[config.mk]
export PLATFORM = sky130hd
export DESIGN_NAME = prio_enc_seq
export DESIGN_NICKNAME = d
export VERILOG_FILES = /design/src/rtl/prio_enc_seq.sv
export SDC_FILE = /design/constraint.sdc
export NUM_CORES = 1
export LEC_CHECK = 0
export ABC_AREA = 1
export CAP_MARGIN = 40
export CORE_MARGIN = 2
export CORE_UTILIZATION = 33
export DETAILED_ROUTE_END_ITERATION = 6
export PLACE_DENSITY = 0.52
export SYNTH_ARGS = -nofsm -noshare
export SYNTH_HDL_FRONTEND = slang
export SYNTH_SLANG_ARGS = --single-unit
[constraint.sdc]
create_clock -name clk -period 9.9 [get_ports clk]
set_input_delay 0.99 -clock clk [delete_from_list [all_inputs] [get_ports clk]]
set_output_delay 0.99 -clock clk [all_outputs]
set_load 0.02 [all_outputs]
[src/rtl/prio_enc_seq.sv]
// Sequential priority encoder: collects requests into a pending set and hands
// out one granted index at a time over a valid/ready output.
module prio_enc_seq #(
   parameter int LOW_FIRST = 1
) (
   input  logic       clk,
   input  logic       rst,
   input  logic [7:0] req,
   output logic [2:0] code,
   output logic       valid,
   input  logic       ready,
   output logic       ovf,
   output logic [3:0] pend_cnt
);

   localparam logic [0:0] EMPTY = 1'b0;
   localparam logic [0:0] HOLD  = 1'b1;

   logic [0:0] state;
   logic [0:0] state_next;
   logic [7:0] pending;
   logic [7:0] pending_next;
   logic [7:0] cand;
   logic [7:0] sel_mask;
   logic [2:0] sel;
   logic       any;
   logic       load;
   logic       ovf_next;
   logic [3:0] cnt_next;

   assign cand  = pending | req;
   assign any   = |cand;
   assign valid = (state == HOLD);

   // The last match in scan order wins, so scanning downward yields the lowest index.
   always_comb begin
      sel = 3'd0;
      if (LOW_FIRST != 0) begin
         for (int i = 7; i >= 0; i--) begin
            if (cand[i]) sel = 3'(i);
         end
      end else begin
         for (int i = 0; i < 8; i++) begin
            if (cand[i]) sel = 3'(i);
         end
      end
   end

   assign sel_mask = 8'b0000_0001 << sel;

   // A grant happens whenever something is available and the output slot is free or being freed.
   assign load = any && ((state == EMPTY) || ready);

   always_comb begin
      state_next = state;
      if (load) begin
         state_next = HOLD;
      end else if ((state == HOLD) && ready) begin
         state_next = EMPTY;
      end
   end

   assign pending_next = load ? (cand & ~sel_mask) : cand;

   // The held code is no longer pending, so re-requesting it is a new request, not a merge.
   assign ovf_next = |(req & pending & ~(load ? sel_mask : 8'h00));

   always_comb begin
      cnt_next = 4'd0;
      for (int i = 0; i < 8; i++) begin
         cnt_next = cnt_next + {3'd0, pending_next[i]};
      end
   end

   always_ff @(posedge clk or posedge rst) begin
      if (rst) begin
         state    <= EMPTY;
         pending  <= 8'h00;
         code     <= 3'd0;
         ovf      <= 1'b0;
         pend_cnt <= 4'd0;
      end else begin
         state    <= state_next;
         pending  <= pending_next;
         ovf      <= ovf_next;
         pend_cnt <= cnt_next;
         if (load) begin
            code <= sel;
         end
      end
   end

endmodule
* Yosys cells after proc, flatten, opt, wreduce, memory -nomap -nowiden
Index checks and enable logic that the tools add are counted. Widths: inputs -> output; s select.
Word-level totals: flip-flop bits (word level) 17, bits of input ports 11, output and inout port bits 9, logic and storage cells 38
Operators by class: add/sub/neg operators 7, shifts and indexed selects 1, multiplexer cells 12, bitwise operators 7, reductions and logical operators 6
Operators by type and width (number):
- $and 8x8->8 | 3
- $mux 3 | 8
- $add 4x1->4 | 4
- $mux 8 | 2
- $not 8->8 | 2
- $reduce_or 8->1 | 2
- $or 8x8->8 | 1
- $shl 1x3->8 const A | 1
- $add 3x1->4 | 1
- $add 2x1->3 | 1
- $add 1x1->2 | 1
- $logic_and 1x1->1 | 2
- $mux 1 | 2
- $reduce_bool 2->1 | 1
- $logic_or 1x1->1 | 1
- $not 1->1 | 1

* Longest topological paths before layout
depth in word-level cells 20, depth in mapped cells 20, depth with buffers taken out 20

* Worst setup path after synthesis
OpenSTA, ideal clock, no wires.
path type input -> register, from input req[3], to register pend_cnt[2], library setup time 123 ps, arrival time 3958 ps, data required time 9777 ps, setup slack 5819 ps, stages on the path 18, path buffers 0, cell sequence nor2_1 > inv_1 > nor2_4 > nand2_2 > nand2_1 > inv_2 > nand3_1 > nand2_1 > fa_1 > inv_1 > fa_1 > inv_1 > fa_1 > inv_1 > ha_1 > inv_1 > fa_1 > xnor2_1
On the way: word-level cells in the longest chain between the ends 16, elaborated cells on any way between the ends 18, classes of those cells 7 x add/sub; 1 x shift; 5 x mux; 3 x bitwise; 2 x reduce/logical
Ends and longest elaborated chain:
- start: declaration | line 8 | input logic [7:0] req,
- $or 8x8->8 * | line 31 | assign cand = pending | req;
- $mux 3 (4 in series) | line 40 | if (cand[i]) sel = 3'(i);
- $shl 1x3->8 | line 49 | assign sel_mask = 8'b0000_0001 << sel;
- $not 8->8 | line 63 | assign pending_next = load ? (cand & ~sel_mask) : cand;
- $and 8x8->8 | line 63
- $mux 8 * | line 63
- $add 1x1->2 | line 71 | cnt_next = cnt_next + {3'd0, pending_next[i]};
- $add 2x1->3 | line 71
- $add 3x1->4 | line 71
- $add 4x1->4 (3 in series) | line 71
- $add 4x1->4 * | line 71
- via cnt_next[2] | line 29 | logic [3:0] cnt_next;
- end signal: assignment | line 86 | pend_cnt <= cnt_next;
- end: declaration | line 13 | output logic [3:0] pend_cnt
The timed path passes the listed nets; every way through them passes the cells marked *. A chain may end at the register's enable or synchronous reset.

* Final worst setup path
from input req[0], to register pend_cnt[2]
On the way: word-level cells in the longest chain between the ends 13, elaborated cells on any way between the ends 15, classes of those cells 7 x add/sub; 1 x shift; 2 x mux; 3 x bitwise; 2 x reduce/logical
Ends and longest elaborated chain (line):
- $or 8x8->8 * | 31
- $mux 3 | 40
- $shl 1x3->8 | 49
- $not 8->8 | 63
- $and 8x8->8 | 63
- $mux 8 * | 63
- $add 1x1->2 | 71
- $add 2x1->3 | 71
- $add 3x1->4 | 71
- $add 4x1->4 (3 in series) | 71
- $add 4x1->4 * | 71
- via cnt_next[2] | 29
Marks and branches as above.

==> impl_metrics.py <==
metrics = {
    "drt": {
        "drt_iter0_drc": 24,
        "via_count": 840,
        "final_antenna_net_count": 0,
        "wl_mm": 2.114,
        "drtPass1Iterations": 4,
        "remaining_drc_errors": 0,
        "wl_per_cell_um": 11.37,
        "viasPerCell": 4.516,
    },
    "worst_setup_path": {
        "regToRegSetupSlack_ns": 6.15,
        "path_delay_family": "adder cells",
        "crit_fanout": 6,
        "cp_cell_sequence": "clkdlybuf4s50_1, nor2_4, nand2_1, inv_2, nand2_2, nand2_1, inv_2, nand3_1, nand2_1, fa_1, inv_1, fa_1, inv_1, fa_1, inv_1, ha_1, inv_1, fa_1, xnor2_1",
        "crit_path_top_delay_cell": "fa_1",
        "cp_num_cells": 19,
        "crit_arrival_ns": 4.67,
        "r2r_end": "pend_cnt[2]",
        "end_kind": "register",
        "critPathBufInv": 7,
        "critPathMaxStageDelay_ns": 0.55,
        "start_kind": "input port",
        "rr_worst_depth": 18,
        "required_ns": 10.08,
        "r2r_start": "pending[0]",
        "crit_type": "in -> reg",
    },
    "clock_tree": {
        "cts_max_path_buffers": 2,
        "clk_latency_ns": 0.29,
        "cts_sinks": 17,
        "cts.hold.buffers_added": 0,
        "h-tree-depth": 1,
        "clockRootBuffer": "clkbuf_4",
        "cts_tree": "yes",
        "cts_buffers": 3,
        "path_clk_slew_ns": 0.10,
        "post_cts_buffers": 0,
        "post_cts_resized": 0,
    },
    "synthesis": {
        "synth_compound_area_frac": 0.04258,
        "yosysTopAreaCellShare": 0.4136,
        "syn-instance-count": 130,
        "ys_ff_latch": 17,
        "ys_types": 19,
        "yosys_warnings": 0,
        "synth_simple_gate_area_frac": 0.2968,
        "synth_top_family_by_area": "simple AND/OR/NAND/NOR gates",
        "synthesis.nets": 148,
        "synth.avg_cell_area_sq_um": 7.911,
        "synth_seq_area_share": 0.4136,
        "muxShareOfSynthArea": 0,
        "synth_xor_area_frac": 0.008516,
        "synth_fa_ha_area_frac": 0.1144,
        "yosys.area.top_type": "dfrtp_1",
        "synth_area_sq_um": 1028,
        "yosys-top-cells-area": "dfrtp_1, nand2_1, inv_1, fa_1, nand3_1",
    },
    "floorplanning": {
        "die_w_um": 59.83,
        "ioPinCount": 20,
        "fp.dieH_um": 59.83,
        "start_util": 0.3425,
        "placementRows": 20,
        "fp.coreArea_sq_um": 3003,
        "dieArea_sq_um": 3579,
    },
    "pwr": {
        "leakage_nw": 0.6064,
        "switchingPower_w": 0.00005240,
        "p_seq_frac": 0.477,
        "swShare": 0.3146,
        "ir_drop_uv": 69.47,
        "internal-power_w": 0.0001142,
        "p_clk_frac": 0.222,
        "combPwrFrac": 0.302,
        "power_per_cell_area_nw_per_um2": 129.4,
    },
    "layout": {
        "finalNetCount": 172,
        "multi_input_area_sq_um": 475.5,
        "fillCellCount": 314,
        "seqCellArea_sq_um": 425.4,
        "area_growth_pct": 25.18,
        "layout_common_cells": "nand2_1, inv_1, clkdlybuf4s50_1, dfrtp_1, nand3_1",
        "diodes": 0,
        "final_common_cell": "nand2_1",
        "layout-drive-gt1-share": 0.1373,
    },
    "global_routing": {
        "grtUsageMet3": 0.04762,
        "grtUsageMet1": 0.1655,
        "gr-total-overflow": 0,
        "grt_pass1_vias": 825,
        "grt_max_degree": 18,
        "met2_usage": 0.2220,
        "antenna_found_initial": 0,
        "top_usage_layer": "met2",
        "grt_pass1_wl_mm": 3.601,
        "track_usage": 0.1364,
    },
    "place": {
        "io_buffers": 19,
        "gp_congestion": 0.8646,
        "dp_slack_ns": 5.105,
        "dp_hpwl_mm": 1.773,
    },
    "sta": {
        "slew_headroom": 0.5637,
        "finalMaxSlewViolations": 0,
        "hold_violations": 0,
        "period_needed_ns": 4.488,
        "period_share": 0.4533,
        "grt_setup_unrepaired": "no",
        "setup_ws_ns": 5.412,
        "setup_tns_ns": 0,
        "fin_skew_ns": 0.002864,
        "tightest_slew_ns": 0.6537,
        "fmax_ghz": 0.2228,
        "setup_viol": 0,
    },
    "hold_path": {
        "holdCritStartpoint": "code[0]",
        "hold_depth": 2,
        "hold_end": "code[0]",
        "hp-class": "reg -> reg",
    },
    "run": {
        "cap_viol_max_count": 0,
    },
    "outcome": {
        "status": "finished clean",
    },
}
-- synthesized netlist by cell type --
cell       n
nor2_1     7
inv_2      6
dfrtp_1   17
xnor2_1    1
clkinv_1   1
ha_1       3
nand3_1   11
nand2_1   31
o21ai_0    3
o211ai_1   1
nor2_2     3
nand4_1    3
o21ai_1    2
a21oi_1    1
nor2_4     4
fa_1       4
inv_1     27
a31oi_1    1
nand2_2    4
-- routing by layer --
metal / vias up / wire, um
met5: - / 0
met1: 381 / 889
li1: 434 / -
met4: 0 / 46
met3: 6 / 101
met2: 19 / 1077
-- logic make-up (layout without fill, tap and decap cells) --
kind of cell,after synthesis,after routing
and+or+nand+nor,63,63
buffers and inverters,34,57
DFF,17,17
adders and majority gates,7,7
AOI/OAI and AO/OA,8,8
xor gates and xnor gates,1,1
-- area by class of cell --
| cell class | instances | area share |
|---|---|---|
| repair buffers | 19 | 0.1477 |
| well taps | 33 | 0.03207 |
| clock inverters | 1 | 0.003887 |
| inverters | 34 | 0.09913 |
| flip-flops and latches | 17 | 0.3304 |
| clock buffers | 3 | 0.01749 |
| multi-input cells | 79 | 0.3693 |
-- sequential cells by signal, indices dropped and copies added, names as in the netlist --
name	flops
pend_cnt	4
valid	1
ovf	1
code	3
pending	8
-- stage by stage --
step | util | power, W | hold slack, ns | instance area [sq um] | cells
after global placement | 0.4196 | 0.0001308 | 0.4725 | 1260 | 182
final | 0.4288 | 0.0001666 | 0.5017 | 1287 | 186
after global routing | 0.4288 | 0.0001787 | 0.5279 | 1287 | 186
after floorplan | - | 0.0001089 | 0.5215 | 1028 | 130
after detailed placement | 0.4196 | 0.0001315 | 0.4901 | 1260 | 182
after CTS | 0.4288 | 0.0001701 | 0.5128 | 1287 | 186
-- power groups by stage --
stage | sequential, W | combinational [W] | clock [W]
final | 0.0000794 | 0.0000503 | 0.0000369
after global routing | 0.0000799 | 0.0000563 | 0.0000425
after CTS | 0.0000794 | 0.0000513 | 0.0000394
after detailed placement | 0.0000808 | 0.0000508 | 0
after global placement | 0.0000805 | 0.0000503 | 0
after floorplan | 0.0000884 | 0.0000205 | 0
-- worst max path at each step --
stage               startpoint          end  slack, ns
global route            req[0]  pend_cnt[2]       5.14
detailed placement      req[0]  pend_cnt[1]       5.10
finish                  req[0]  pend_cnt[2]       5.41
floorplan               req[3]  pend_cnt[2]       5.82
CTS                     req[0]  pend_cnt[1]       5.41
global placement        req[0]  pend_cnt[1]       5.12
-- worst min-delay path: stages (launching register included) --
cell,delay [ns]
dfrtp_1,0.35
nand2_1,0.05
o21ai_1,0.06
No activity file was read; power rests on OpenSTA's default activity.
